==> config.mk <==
export PLATFORM = sky130hd
export DESIGN_NAME = vram_port_arbiter
export DESIGN_NICKNAME = d
export VERILOG_FILES = /design/src/rtl/vram_port_arbiter.sv
export SDC_FILE = /design/constraint.sdc
export NUM_CORES = 1
export LEC_CHECK = 0
export ABC_AREA = 1
export BUFFER_PORTS_ARGS = -buffer_cell sky130_fd_sc_hd__buf_2
export CORE_UTILIZATION = 47
export CTS_BUF_LIST = sky130_fd_sc_hd__clkbuf_16
export CTS_CLUSTER_SIZE = 20
export DETAILED_ROUTE_END_ITERATION = 7
export PLACE_DENSITY = 0.77
export SETUP_SLACK_MARGIN = 0.02
export SLEW_MARGIN = 20
export SYNTH_ARGS = -nofsm -noshare
export SYNTH_HDL_FRONTEND = slang
export SYNTH_SLANG_ARGS = --single-unit
==> constraint.sdc <==
create_clock -name clk -period 1.7 [get_ports clk]
set_clock_uncertainty 0.1 [all_clocks]
set_input_delay 0.34 -clock clk [delete_from_list [all_inputs] [get_ports clk]]
set_output_delay 0.34 -clock clk [all_outputs]
set_load 0.02 [all_outputs]
==> src/rtl/vram_port_arbiter.sv <==
// vram_port_arbiter: shares one single-port video memory between the scan
// reader (fixed priority, fixed 1-cycle latency), a clear engine that fills
// the whole memory with one value, and a valid/ready host write port.
module vram_port_arbiter #(
   parameter int unsigned AW = 6,
   parameter int unsigned DW = 2
) (
   input  logic          clk,
   input  logic          rst,
   input  logic          disp_req,
   input  logic [AW-1:0] disp_addr,
   output logic [DW-1:0] disp_rdata,
   output logic          disp_rvalid,
   input  logic          wr_valid,
   input  logic [AW-1:0] wr_addr,
   input  logic [DW-1:0] wr_data,
   output logic          wr_ready,
   input  logic          clr_start,
   input  logic [DW-1:0] clr_data,
   output logic          clr_busy,
   output logic          clr_done,
   output logic [AW-1:0] mem_addr,
   output logic          mem_we,
   output logic [DW-1:0] mem_wdata,
   input  logic [DW-1:0] mem_rdata
);

   typedef enum logic {
      IDLE  = 1'b0,
      CLEAR = 1'b1
   } state_t;

   localparam logic [AW-1:0] CNT_LAST = '1;

   state_t        state_q, state_d;
   logic [AW-1:0] cnt_q, cnt_d;
   logic [DW-1:0] fill_q, fill_d;
   logic          done_q, done_d;
   logic          rvalid_q;
   logic [AW-1:0] addr_q;

   // State register; the last driven address is kept so an idle port holds it
   always_ff @(posedge clk or posedge rst) begin
      if (rst) begin
         state_q  <= IDLE;
         cnt_q    <= '0;
         fill_q   <= '0;
         done_q   <= 1'b0;
         rvalid_q <= 1'b0;
         addr_q   <= '0;
      end else begin
         state_q  <= state_d;
         cnt_q    <= cnt_d;
         fill_q   <= fill_d;
         done_q   <= done_d;
         rvalid_q <= disp_req;
         addr_q   <= mem_addr;
      end
   end

   // Port selection (display > clear > host) and clear sequencing; reset
   // forces the port quiet so no write can escape while rst is high
   always_comb begin
      state_d   = state_q;
      cnt_d     = cnt_q;
      fill_d    = fill_q;
      done_d    = 1'b0;
      mem_addr  = addr_q;
      mem_we    = 1'b0;
      mem_wdata = '0;
      wr_ready  = 1'b0;
      if (!rst) begin
         wr_ready = (state_q == IDLE) && !disp_req;
         if (disp_req) begin
            mem_addr = disp_addr;
         end else if (state_q == CLEAR) begin
            mem_addr  = cnt_q;
            mem_we    = 1'b1;
            mem_wdata = fill_q;
            if (cnt_q == CNT_LAST) begin
               state_d = IDLE;
               cnt_d   = '0;
               done_d  = 1'b1;
            end else begin
               cnt_d = cnt_q + AW'(1);
            end
         end else if (wr_valid) begin
            mem_addr  = wr_addr;
            mem_we    = 1'b1;
            mem_wdata = wr_data;
         end
         // clr_start is only honoured from IDLE; a pulse during CLEAR is dropped
         if ((state_q == IDLE) && clr_start) begin
            state_d = CLEAR;
            cnt_d   = '0;
            fill_d  = clr_data;
         end
      end
   end

   // Output mapping; read data is qualified by its valid strobe
   always_comb begin
      disp_rvalid = rvalid_q;
      disp_rdata  = rvalid_q ? mem_rdata : '0;
      clr_busy    = (state_q == CLEAR);
      clr_done    = done_q;
   end

endmodule

==> qor.yml <==
clock_tree:
  tritoncts: "done"
  insertion_delay_ns: 0.25
  clk_pin_slew_worst_paths_ns: 0.05
  clkSinkCount: 17
  ctsHtreeMaxLevel: 1
  cts-root-to-sink-buffers: 2
  tritoncts.num_buffers: 3
  master_cell_of_the_clock_root_buffer: "sky130_fd_sc_hd__clkbuf_16"
floorplan:
  placeableCoreArea_sq_mm: 0.001982
  die_area_sq_mm: 0.002313
  placement_rows: 16
  ios: 38
  floorplan.initialDensity: 0.5038
  vert_die_dim_um: 48.09
  die_x_um: 48.09
timing:
  fin_setup_tns_ns: -0.9517
  worst_slew_margin_rel: 0.8008
  finalSetupViolCount: 9
  max_slew.worst_pin.slew_ns: 0.2982
  drv_slew: 0
  fmax_mhz: 543.4
  post-route-worst-setup-slack_ns: -0.1402
  hold_viol: 0
  fin_crit_sh: 1.082
  timing.final.crit_period_ns: 1.840
  rsz0062_at_grt: "yes"
min_path:
  holdCritPathClass: "in2async"
worst_setup_path:
  cp_slowest_cell: "sky130_fd_sc_hd__dfrtp_2"
  worstRegToRegCells: 6
  crit_cells: 5
  r2r_setup_slack_ns: 0.23
  worst_setup_path_start_kind: "flip-flop"
  crit_path_start: "clr_busy"
  cpPeakStageDelay_ns: 0.44
  timing.critical_path.arrival_ns: 1.40
  timing.rr.start: "cnt_q[0]"
  crit_end: "mem_wdata[1]"
  cp_data_required_time_ns: 1.26
  worst_path_most_repeated_cell: "sky130_fd_sc_hd__buf_4"
  critical_path.endpoint_type: "output port"
  timing_worst_setup_path_type: "reg2out"
  cp_max_fo: 7
  cpLargestDelayFamily: "flip-flops"
  critical_path_buf_inv_count: 2
  worstPathCellList: "nor2_4 > buf_4 > a22oi_2 > nor2_1 > buf_4"
  crit-reg2reg-capture: "cnt_q[5]"
route:
  route.detailed.vias_per_inst: 5.316
  drt-initial-drc-count: 34
  detail_route.wirelength_mm: 2.969
  postRouteAntennaNets: 0
  route.detailed.drc: 0
  via_count: 1095
  avg_wl_per_cell_um: 14.41
  drt_pass1_iterations: 4
synthesis:
  synth_area_leaders: "sky130_fd_sc_hd__dfrtp_1, sky130_fd_sc_hd__nand2_1, sky130_fd_sc_hd__o21ai_0, sky130_fd_sc_hd__inv_1, sky130_fd_sc_hd__nor2_1"
  synth_cells: 128
  muxShareOfSynthArea: 0
  yosys_register_bits: 17
  ys.warnings.count: 0
  synth_largest_type_area_fraction: 0.4261
  yosys.area_share.adder: 0.01253
  sequential_share_of_the_synthesized_area: 0.4261
  synth-xor-area-share: 0.008772
  mappedNetlistNets: 152
  post_synth.cell_area_avg_sq_um: 7.800
  netlist-cell-type-count: 23
  post-synth-top-area-cell: "sky130_fd_sc_hd__dfrtp_1"
  mappedNetlistArea_sq_um: 998.5
  synth_compound_gate_area_share: 0.1967
  main_combinational_cell_family_by_area_after_synthesis: "simple AND/OR/NAND/NOR gates"
  synth_simple_gate_area_frac: 0.2757
grt:
  number_of_antenna_violations_at_the_first_check_in_global_routing: 0
  grt_start_max_net_pins: 12
  globalRouteTotalUtil: 0.2659
  first_pass_grt_wire_length_mm: 4.271
  globalRoute.totalOverflow: 0
  first_global_vias: 968
placement:
  dp.cells: 198
  dp.final_hpwl_mm: 1.826
  placement.cell_area_sq_mm: 0.001261
  detailedPlace.worstSlack_ns: 0.01091
  gp_congestion: 0.9021
  io_buffer_count: 37
pwr:
  p_total_uw: 1444
  ir_worst_vdd_v: 0.0009482
  powerDensity_mw_per_mm2: 961.8
  power.leakage_uw: 0.0007751
outcome:
  outcome: "finished, violations left"
  failing_checks: "negative setup slack"
cells_and_area:
  synthToLayoutAreaGrowth_pct: 50.38
  design_area_sq_mm: 0.001501
  area.sequential_sq_um: 426.7
  fin_cells: 206
  final_net_count: 204
  insertedDiodeCount: 0
  fillCellCount: 118
  area_used_by_multi_input_combinational_logic_sq_um: 554.3
  post_route_cells_drive_above_1_share: 0.4413
run:
  max_cap_violations: 0
## worst min path at each step
stage               start         to  slack, ns
CTS                   rst  addr_q[5]       0.10
detailed placement    rst  addr_q[1]       0.18
global placement      rst  addr_q[1]       0.18
floorplan             rst  addr_q[0]       0.12
finish                rst  addr_q[5]       0.06
global route          rst  addr_q[5]       0.07
## state kept, by name (all words and copies together), names as in the netlist
name         flops
disp_rvalid      1
fill_q           2
addr_q           6
clr_done         1
clr_busy         1
cnt_q            6
## cell type report
type | count | share of cell area
Clock buffer | 3 | 0.05000
Clock inverter | 1 | 0.003333
Inverter | 17 | 0.04417
Multi-Input combinational cell | 92 | 0.3692
Sequential cell | 17 | 0.2842
Tap cell | 27 | 0.02250
Timing Repair Buffer | 49 | 0.2267
## per-layer routing
layer | routed length [um] | track usage | vias to the layer above
li1 | - | - | 520
met1 | 1187 | 0.3233 | 523
met2 | 1600 | 0.4865 | 48
met3 | 147 | 0.04444 | 4
met4 | 33 | 0.06667 | 0
met5 | 0 | 0 | -
## worst reg2reg max path, delay by kind of cell (launching register included)
| family | cells | cell delay (ns) |
|---|---|---|
| AND/OR/NAND/NOR | 4 | 0.37 |
| AO/OA/AOI/OAI | 1 | 0.22 |
| flip-flops | 1 | 0.44 |
| adder cells (fa/ha/maj) | 1 | 0.22 |
## synthesized netlist by cell type
| master | count |
|---|---|
| sky130_fd_sc_hd__dfrtp_1 | 17 |
| sky130_fd_sc_hd__nand2_2 | 3 |
| sky130_fd_sc_hd__inv_1 | 14 |
| sky130_fd_sc_hd__a21oi_1 | 7 |
| sky130_fd_sc_hd__or2_2 | 1 |
| sky130_fd_sc_hd__nand3_4 | 1 |
| sky130_fd_sc_hd__ha_1 | 1 |
| sky130_fd_sc_hd__o21ai_1 | 4 |
| sky130_fd_sc_hd__nor3_1 | 1 |
| sky130_fd_sc_hd__inv_2 | 3 |
| sky130_fd_sc_hd__nand3_2 | 1 |
| sky130_fd_sc_hd__a22oi_1 | 2 |
| sky130_fd_sc_hd__nand3_1 | 6 |
| sky130_fd_sc_hd__buf_2 | 1 |
| sky130_fd_sc_hd__o21ai_0 | 13 |
| sky130_fd_sc_hd__a21oi_4 | 1 |
| sky130_fd_sc_hd__a21o_1 | 6 |
| sky130_fd_sc_hd__xnor2_1 | 1 |
| sky130_fd_sc_hd__nand2_1 | 26 |
| sky130_fd_sc_hd__nor2_1 | 13 |
| sky130_fd_sc_hd__buf_6 | 1 |
| sky130_fd_sc_hd__nand2_4 | 2 |
| sky130_fd_sc_hd__nor2_2 | 3 |
## what timing repair did
| action | 4_1_cts | 5_1_grt |
|---|---|---|
| hold buffers | 1 | 0 |
| pin swaps | 5 | 1 |
| setup endpoints to repair | 8 | 10 |
| setup buffers | 2 | 1 |
| gates resized for setup | 27 | 10 |
| hold endpoints to repair | 1 | 0 |
## per-stage QoR
stage	hold slack [ns]	utilization
final	0.05563	0.7576
after global routing	0.07143	0.7576
after CTS	0.1021	0.7374
after detailed placement	0.1835	0.6364
after global placement	0.1831	0.6364
after floorplan	0.1196	-
## cell usage in the layout, fill, tap and decap left out, types with 6 or more instances in the layout
cell                       n
sky130_fd_sc_hd__buf_6    10
sky130_fd_sc_hd__nand2_1  26
sky130_fd_sc_hd__buf_2    27
sky130_fd_sc_hd__o21ai_0   9
sky130_fd_sc_hd__o21ai_2   6
sky130_fd_sc_hd__dfrtp_1  16
sky130_fd_sc_hd__a21oi_1   6
sky130_fd_sc_hd__nand3_1   6
sky130_fd_sc_hd__buf_4    11
sky130_fd_sc_hd__a21o_1    6
sky130_fd_sc_hd__inv_1    14
sky130_fd_sc_hd__nor2_1   11
## cells by family (layout without fill, tap and decap cells)
kind of cell	after synthesis	count (layout)
flops	17	17
compound gates	33	33
buf+inv	19	70
xor+xnor	1	1
simple gates	57	57
fa+ha+maj	1	1
## power breakdown
| part | internal, uW | switching [uW] |
|---|---|---|
| Clock | 315 | 165 |
| Sequential | 479 | 86.5 |
| Combinational | 183 | 215 |
(Power assumes the default switching activity.)
